--- config.mk ---
export PLATFORM = sky130hd
export DESIGN_NAME = service_packet_injector
export DESIGN_NICKNAME = d
export VERILOG_FILES = /design/src/rtl/service_packet_injector.sv
export SDC_FILE = /design/constraint.sdc
export NUM_CORES = 1
export LEC_CHECK = 0
export CORE_UTILIZATION = 46
export DETAILED_ROUTE_END_ITERATION = 8
export PLACE_DENSITY = 0.88
export SYNTH_ARGS = -nofsm -noshare
export SYNTH_HDL_FRONTEND = slang
export SYNTH_SLANG_ARGS = --single-unit
--- constraint.sdc ---
create_clock -name rel -period 2.2 [get_ports rel]
set_input_delay 0.33 -clock rel [delete_from_list [all_inputs] [get_ports rel]]
set_output_delay 0.33 -clock rel [all_outputs]
set_load 0.02 [all_outputs]
--- src/rtl/service_packet_injector.sv ---
// ---------------------------------------------------------------------------
// service_packet_injector
//
// Purpose:
//   This block builds one Hermes service packet at a time and sends it into a
//   PE local port. The worm layout is:
//     flit 0 : target router address
//     flit 1 : size (payload length + SIZE_OVERHEAD)
//     flit 2 : service code
//     flit 3 : destination task ID
//     flit 4 : source task ID
//     flit 5.. : payload flits, taken from the pl_data/pl_valid stream
//   The router side uses credit-based flow control.
//
// Optional feature (macro INJ_STATS_EN):
//   When the macro is defined, the block counts completed packets
//   (pkt_count) and measures the cycles from start to the last flit
//   (last_cycles). When it is undefined, both outputs are tied to 0 and no
//   counter registers exist.
//
// Ports:
//   rel         in   clock, rising edge
//   reset       in   asynchronous active-low reset
//   start       in   packet request; it is captured only while IDLE
//   target_addr in   flit 0 value
//   service     in   flit 2 value
//   task_dst    in   flit 3 value
//   task_src    in   flit 4 value
//   pl_len      in   number of payload flits (0..MAX_PAYLOAD)
//   pl_data     in   payload flit
//   pl_valid    in   pl_data is valid
//   pl_ready    out  payload flit consumed on this cycle's rising edge
//   tx          out  flit valid toward the router
//   data_out    out  flit toward the router
//   credit_i    in   router can accept a flit this cycle
//   busy        out  packet in progress (HDR through the last accept)
//   done        out  one-cycle pulse after the last flit is accepted
//   pkt_count   out  completed packets (INJ_STATS_EN only, else 0)
//   last_cycles out  start-to-last-flit cycles of the previous packet
//                    (INJ_STATS_EN only, else 0)
//   state_dbg   out  current FSM state encoding, for checkers
//
// Handshakes:
//   Router side : a flit transfers on a rising edge with tx=1 and
//                 credit_i=1. While tx=1 and credit_i=0, tx and data_out stay
//                 stable.
//   Payload side: a payload flit transfers on a rising edge with
//                 pl_valid=1 and pl_ready=1. The source must hold pl_data
//                 stable while pl_valid=1 and pl_ready=0. In PAY, the flit
//                 goes straight through to data_out.
// ---------------------------------------------------------------------------
module service_packet_injector #(
    parameter int FLIT_WIDTH    = 16,
    parameter int MAX_PAYLOAD   = 255,
    parameter int SIZE_OVERHEAD = 3,
    localparam int LEN_W        = $clog2(MAX_PAYLOAD + 1)
) (
    input  logic                  rel,
    input  logic                  reset,
    input  logic                  start,
    input  logic [FLIT_WIDTH-1:0] target_addr,
    input  logic [FLIT_WIDTH-1:0] service,
    input  logic [FLIT_WIDTH-1:0] task_dst,
    input  logic [FLIT_WIDTH-1:0] task_src,
    input  logic [LEN_W-1:0]      pl_len,
    input  logic [FLIT_WIDTH-1:0] pl_data,
    input  logic                  pl_valid,
    output logic                  pl_ready,
    output logic                  tx,
    output logic [FLIT_WIDTH-1:0] data_out,
    input  logic                  credit_i,
    output logic                  busy,
    output logic                  done,
    output logic [15:0]           pkt_count,
    output logic [31:0]           last_cycles,
    output logic [2:0]            state_dbg
);

    typedef enum logic [2:0] {
        S_IDLE = 3'd0,
        S_HDR  = 3'd1,
        S_SIZE = 3'd2,
        S_SERV = 3'd3,
        S_TDST = 3'd4,
        S_TSRC = 3'd5,
        S_PAY  = 3'd6,
        S_DONE = 3'd7
    } state_t;

    state_t                state;
    logic [FLIT_WIDTH-1:0] service_q;
    logic [FLIT_WIDTH-1:0] dst_q;
    logic [FLIT_WIDTH-1:0] src_q;
    logic [FLIT_WIDTH-1:0] data_q;  // header flit currently offered
    logic [LEN_W-1:0]      rem_q;   // payload length, then the down-counter
    logic                  tx_q;    // header flit valid
    logic                  busy_q;
    logic                  done_q;
    logic                  capture;
    logic                  pay_accept;
    logic                  last_accept;

    assign capture    = (state == S_IDLE) && start;
    assign pay_accept = (state == S_PAY) && pl_valid && credit_i;

    // This is the edge that completes the worm. For an empty payload it is the
    // task_src flit; otherwise it is the payload flit accepted while the
    // counter reads 1.
    assign last_accept = ((state == S_TSRC) && credit_i && (rem_q == '0)) ||
                         (pay_accept && (rem_q == LEN_W'(1)));

    // In PAY the payload stream passes straight through. A bubble on
    // pl_valid drops tx but keeps the worm open.
    assign tx        = (state == S_PAY) ? pl_valid : tx_q;
    assign data_out  = (state == S_PAY) ? pl_data  : data_q;
    assign pl_ready  = pay_accept;
    assign busy      = busy_q;
    assign done      = done_q;
    assign state_dbg = state;

    always_ff @(posedge rel or negedge reset) begin
        if (!reset) begin
            state     <= S_IDLE;
            service_q <= '0;
            dst_q     <= '0;
            src_q     <= '0;
            data_q    <= '0;
            rem_q     <= '0;
            tx_q      <= 1'b0;
            busy_q    <= 1'b0;
            done_q    <= 1'b0;
        end else begin
            done_q <= 1'b0;
            case (state)
                S_IDLE: begin
                    if (start) begin
                        // Every field is latched here, so later input changes
                        // cannot corrupt the worm. The first flit is driven
                        // on the next cycle.
                        service_q <= service;
                        dst_q     <= task_dst;
                        src_q     <= task_src;
                        rem_q     <= pl_len;
                        data_q    <= target_addr;
                        tx_q      <= 1'b1;
                        busy_q    <= 1'b1;
                        state     <= S_HDR;
                    end
                end
                S_HDR: begin
                    if (credit_i) begin
                        data_q <= FLIT_WIDTH'(rem_q) + FLIT_WIDTH'(SIZE_OVERHEAD);
                        state  <= S_SIZE;
                    end
                end
                S_SIZE: begin
                    if (credit_i) begin
                        data_q <= service_q;
                        state  <= S_SERV;
                    end
                end
                S_SERV: begin
                    if (credit_i) begin
                        data_q <= dst_q;
                        state  <= S_TDST;
                    end
                end
                S_TDST: begin
                    if (credit_i) begin
                        data_q <= src_q;
                        state  <= S_TSRC;
                    end
                end
                S_TSRC: begin
                    if (credit_i) begin
                        tx_q   <= 1'b0;
                        data_q <= '0;
                        if (last_accept) begin
                            busy_q <= 1'b0;
                            done_q <= 1'b1;
                            state  <= S_DONE;
                        end else begin
                            state  <= S_PAY;
                        end
                    end
                end
                S_PAY: begin
                    if (pay_accept) begin
                        rem_q <= rem_q - LEN_W'(1);
                        if (last_accept) begin
                            busy_q <= 1'b0;
                            done_q <= 1'b1;
                            state  <= S_DONE;
                        end
                    end
                end
                S_DONE: begin
                    state <= S_IDLE;
                end
                default: begin
                    state  <= S_IDLE;
                    tx_q   <= 1'b0;
                    busy_q <= 1'b0;
                end
            endcase
        end
    end

`ifdef INJ_STATS_EN
    logic [31:0] cyc_q;
    logic [31:0] last_q;
    logic [15:0] pkt_q;

    // The capture cycle counts as the first cycle. The counter then advances
    // on every busy edge. The final accept edge is included in the loaded
    // value, so last_cycles spans start through the last flit.
    always_ff @(posedge rel or negedge reset) begin
        if (!reset) begin
            cyc_q  <= '0;
            last_q <= '0;
            pkt_q  <= '0;
        end else begin
            if (capture) begin
                cyc_q <= 32'd1;
            end else if (busy_q) begin
                cyc_q <= cyc_q + 32'd1;
            end
            if (last_accept) begin
                last_q <= cyc_q + 32'd1;
                pkt_q  <= pkt_q + 16'd1;  // wraps 0xFFFF -> 0
            end
        end
    end

    assign pkt_count   = pkt_q;
    assign last_cycles = last_q;
`else
    assign pkt_count   = '0;
    assign last_cycles = '0;
`endif

endmodule

==> summary.md <==
| Metric | Value |
|---|---|
| Share of cells above drive strength 1 | `16.61%` |
| Total CTS buffers | `9` |
| Worst skew pair latency | `0.36 ns` |
| Worst Setup EP | `data_out[10]` |
| Num rows | `36` |
| Critical path launch point type | `register` |
| Clk sinks | `78` |
| Primary FF master, synth | `dfrtp_1` |
| EDFF count, synth | `0` |
| Crit path capture type | `primary output` |
| First-pass GRT wire length | `18080 um` |
| Post-Syn Area | `4593 um2` |
| YS warnings | `0` |
| Sequential fraction of the synthesis area | `42.50%` |
| Crit-path max FO | `28` |
| Synth Register Bits | `78` |
| Synth async-reset ratio | `100.0%` |
| Gr usage total | `23.33%` |
| Final setup fails | `0` |
| # fillers | `781` |
| Vias per Instance | `5.363` |
| Count of final hold-check violations | `0` |
| Num ports | `164` |
| Routed len/inst | `16.33 um` |
| Reg2reg setup slack | `0.22 ns` |
| R2R Path Start | `state_dbg[1]$_DFFE_PN0P_` |
| Clock-pin slew on the worst setup and hold paths | `0.08 ns` |
| Final core occ | `60.76%` |
| Gp weighted congestion | `0.8823` |
| Htree depth | `3` |
| Core Region | `9729 um2` |
| Residual DRC | `0` |
| DR vias | `3845` |
| Largest net degree at the start of global routing | `79` |
| Critical path type | `reg -> out` |
| DP HPWL | `8457 um` |
| R2R cell count | `7` |
| Clock buffer depth | `2` |
| Initial Utilization | `47.21%` |
| P_leak | `2.575 nW` |
| Die ar. | `10390 um2` |
| Initial antenna violation count | `0` |
| Critical path origin | `state_dbg[0]$_DFFE_PN0P_` |
| Syn-to-layout area delta | `28.71%` |
| Achievable frequency | `0.4803 GHz` |
| Syn Area/Cell | `9.794 um2` |
| RSZ-0062 raised after global routing | `false` |
| Critical path data arrival time | `1.75 ns` |
| Number of global-route vias before repair | `3587` |
| CTS tree | `built` |
| Max Cap Violations | `0` |
| WP data required | `1.87 ns` |
| Final period util | `94.65%` |
| TritonRoute pass-1 iters | `5` |
| # port buffers | `115` |
| Hold-fix buffers, CTS | `0` |
| Max VDD drop | `718.9 uV` |
| Pwr dens | `1371 nW/um2` |
| # diodes | `0` |
| Hold Path Class | `in -> async` |
| Setup TNS | `0 ns` |
| Status | `finished, final reports clean` |
| Capture point of the worst reg-to-reg path | `data_q[6]$_DFFE_PN0P_` |
| Gate Count Post-Synth | `469` |
| Root Buffer | `clkbuf_8` |
| Fin nets | `675` |
| Final ANT Viol Nets | `0` |
| Die Y | `101.9 um` |
| Final min period | `2.082 ns` |
| Pins over their slew limit | `0` |
| Gr ovfl total | `0` |
| Tightest Pin Transition | `0.9713 ns` |
| Drt initial violations | `303` |
| Synth cell types | `56` |
| Relative slew slack | `35.25%` |
| Clock Skews | `0.007146 ns` |
| Post-Route WL | `11710 um` |
| Die Width | `101.9 um` |
worst max-delay path: stages (launching register included):
cell,delay (ns)
dfrtp_1,0.39
and3b_1,0.32
buf_12,0.21
nand2_1,0.08
nand2_1,0.06
dlygate4sd2_1,0.33
kinds of logic (layout without fill, tap and decap cells):
| group | count (synthesis) | after routing | share of synthesized area (%) |
|---|---|---|---|
| compound gates | 102 | 102 | 14.98 |
| simple gates | 132 | 132 | 13.73 |
| buf+inv | 86 | 154 | 11.93 |
| other cells | 1 | 48 | 0.08164 |
| flops | 78 | 78 | 42.50 |
| mux | 63 | 63 | 15.20 |
| xor+xnor | 4 | 4 | 0.7629 |
| fa+ha+maj | 3 | 3 | 0.8173 |
power by group:
part           internal (W)  switching (W)  leakage (nW)  total [W]
clock              0.000673       0.000539         0.113    0.00121
sequential          0.00215       0.000494         0.925    0.00265
combinational       0.00194        0.00231          1.54    0.00424
state kept, by name (all words and copies together) (netlist names):
register	flops
dst_q	16
state_dbg	3
service_q	16
data_q	16
src_q	16
tx_q	1
rem_q	8
busy	1
done	1
synth_stat cells (all sizes together) (3+ instances only):
master | number | area (um2)
a211oi | 3 | 22.52
a21oi | 22 | 121.4
a222oi | 5 | 50.05
a22oi | 4 | 30.03
a2bb2oi | 3 | 26.28
and3 | 4 | 25.02
buf | 73 | 499.2
clkbuf | 7 | 26.28
dfrtp | 78 | 1952
ha | 3 | 37.54
inv | 6 | 22.52
mux2 | 54 | 608.1
mux2i | 9 | 90.09
nand2 | 76 | 285.3
nand2b | 5 | 31.28
nand3 | 3 | 15.01
nand4 | 4 | 25.02
nor2 | 14 | 52.55
nor2b | 7 | 43.79
nor3 | 4 | 20.02
nor4 | 3 | 18.77
o211ai | 3 | 22.52
o21ai | 33 | 165.2
o22ai | 5 | 31.28
o32a | 6 | 60.06
o32ai | 3 | 26.28
or3b | 3 | 28.78
xnor2 | 3 | 26.28
per-stage QoR:
stage / cell area (um2) / setup slack (ns) / power, W / hold WS (ns) / cells
after floorplan: 4770 / 0.3363 / 0.005576 / 0.03441 / 516
after global placement: 5699 / 0.1044 / 0.006787 / 0.4663 / 701
after detailed placement: 5699 / 0.03961 / 0.006949 / 0.4697 / 701
after CTS: 5901 / 0.05525 / 0.008062 / 0.1651 / 717
after global routing: 5912 / 0.03117 / 0.008660 / 0.2089 / 717
final: 5912 / 0.1178 / 0.008102 / 0.1262 / 717
cells in the final DEF (no fill, tap or decap), types with 3 or more instances in the layout:
cell type,instances
clkdlybuf4s50_1,96
dfrtp_1,78
nand2_1,76
mux2_2,54
conb_1,48
o21ai_0,31
a21oi_1,19
dlygate4sd2_1,16
buf_4,15
nor2_1,14
clkbuf_8,10
mux2i_1,9
nor2b_1,7
inv_1,6
o32a_1,6
a222oi_1,5
nand2b_1,5
o22ai_1,5
and3_1,4
nand4_1,4
nor3_1,4
a22oi_1,4
o32ai_1,3
nand3_1,3
o211ai_1,3
nor4_1,3
a211oi_1,3
xnor2_1,3
a2bb2oi_1,3
a21oi_2,3
ha_1,3
area by class of cell:
type	count	area (um2)	share of cell area [%]
Inverter	6	22.52	0.3810
Timing Repair Buffer	132	1276	21.59
Tap cell	133	166.4	2.815
Clock inverter	5	82.58	1.397
Multi-Input combinational cell	352	2271	38.41
Sequential cell	78	1952	33.02
Clock buffer	11	141.4	2.392
repair_timing:
item	4_1_cts	5_1_grt
pin swaps	0	0
buffers inserted	0	0
endpoints found under the setup margin	18	13
gates resized for setup	18	5
per-layer routing:
metal	up-vias	share of wire [%]	global-route usage (%)
met5	-	0	0
met4	0	2.4	8.132
met3	23	7.7	5.746
met2	205	48	37.99
met1	1835	42	30.45
li1	1782	-	-
how the worst min path moves through the flow:
stage	slack, ns	end
CTS	0.17	dst_q[14]$_DFFE_PN0P_
detailed placement	0.47	data_q[6]$_DFFE_PN0P_
global placement	0.47	data_q[6]$_DFFE_PN0P_
global route	0.21	data_q[13]$_DFFE_PN0P_
floorplan	0.03	busy$_DFFE_PN0P_
finish	0.13	data_q[10]$_DFFE_PN0P_
No activity file was read; power rests on OpenSTA's default activity.
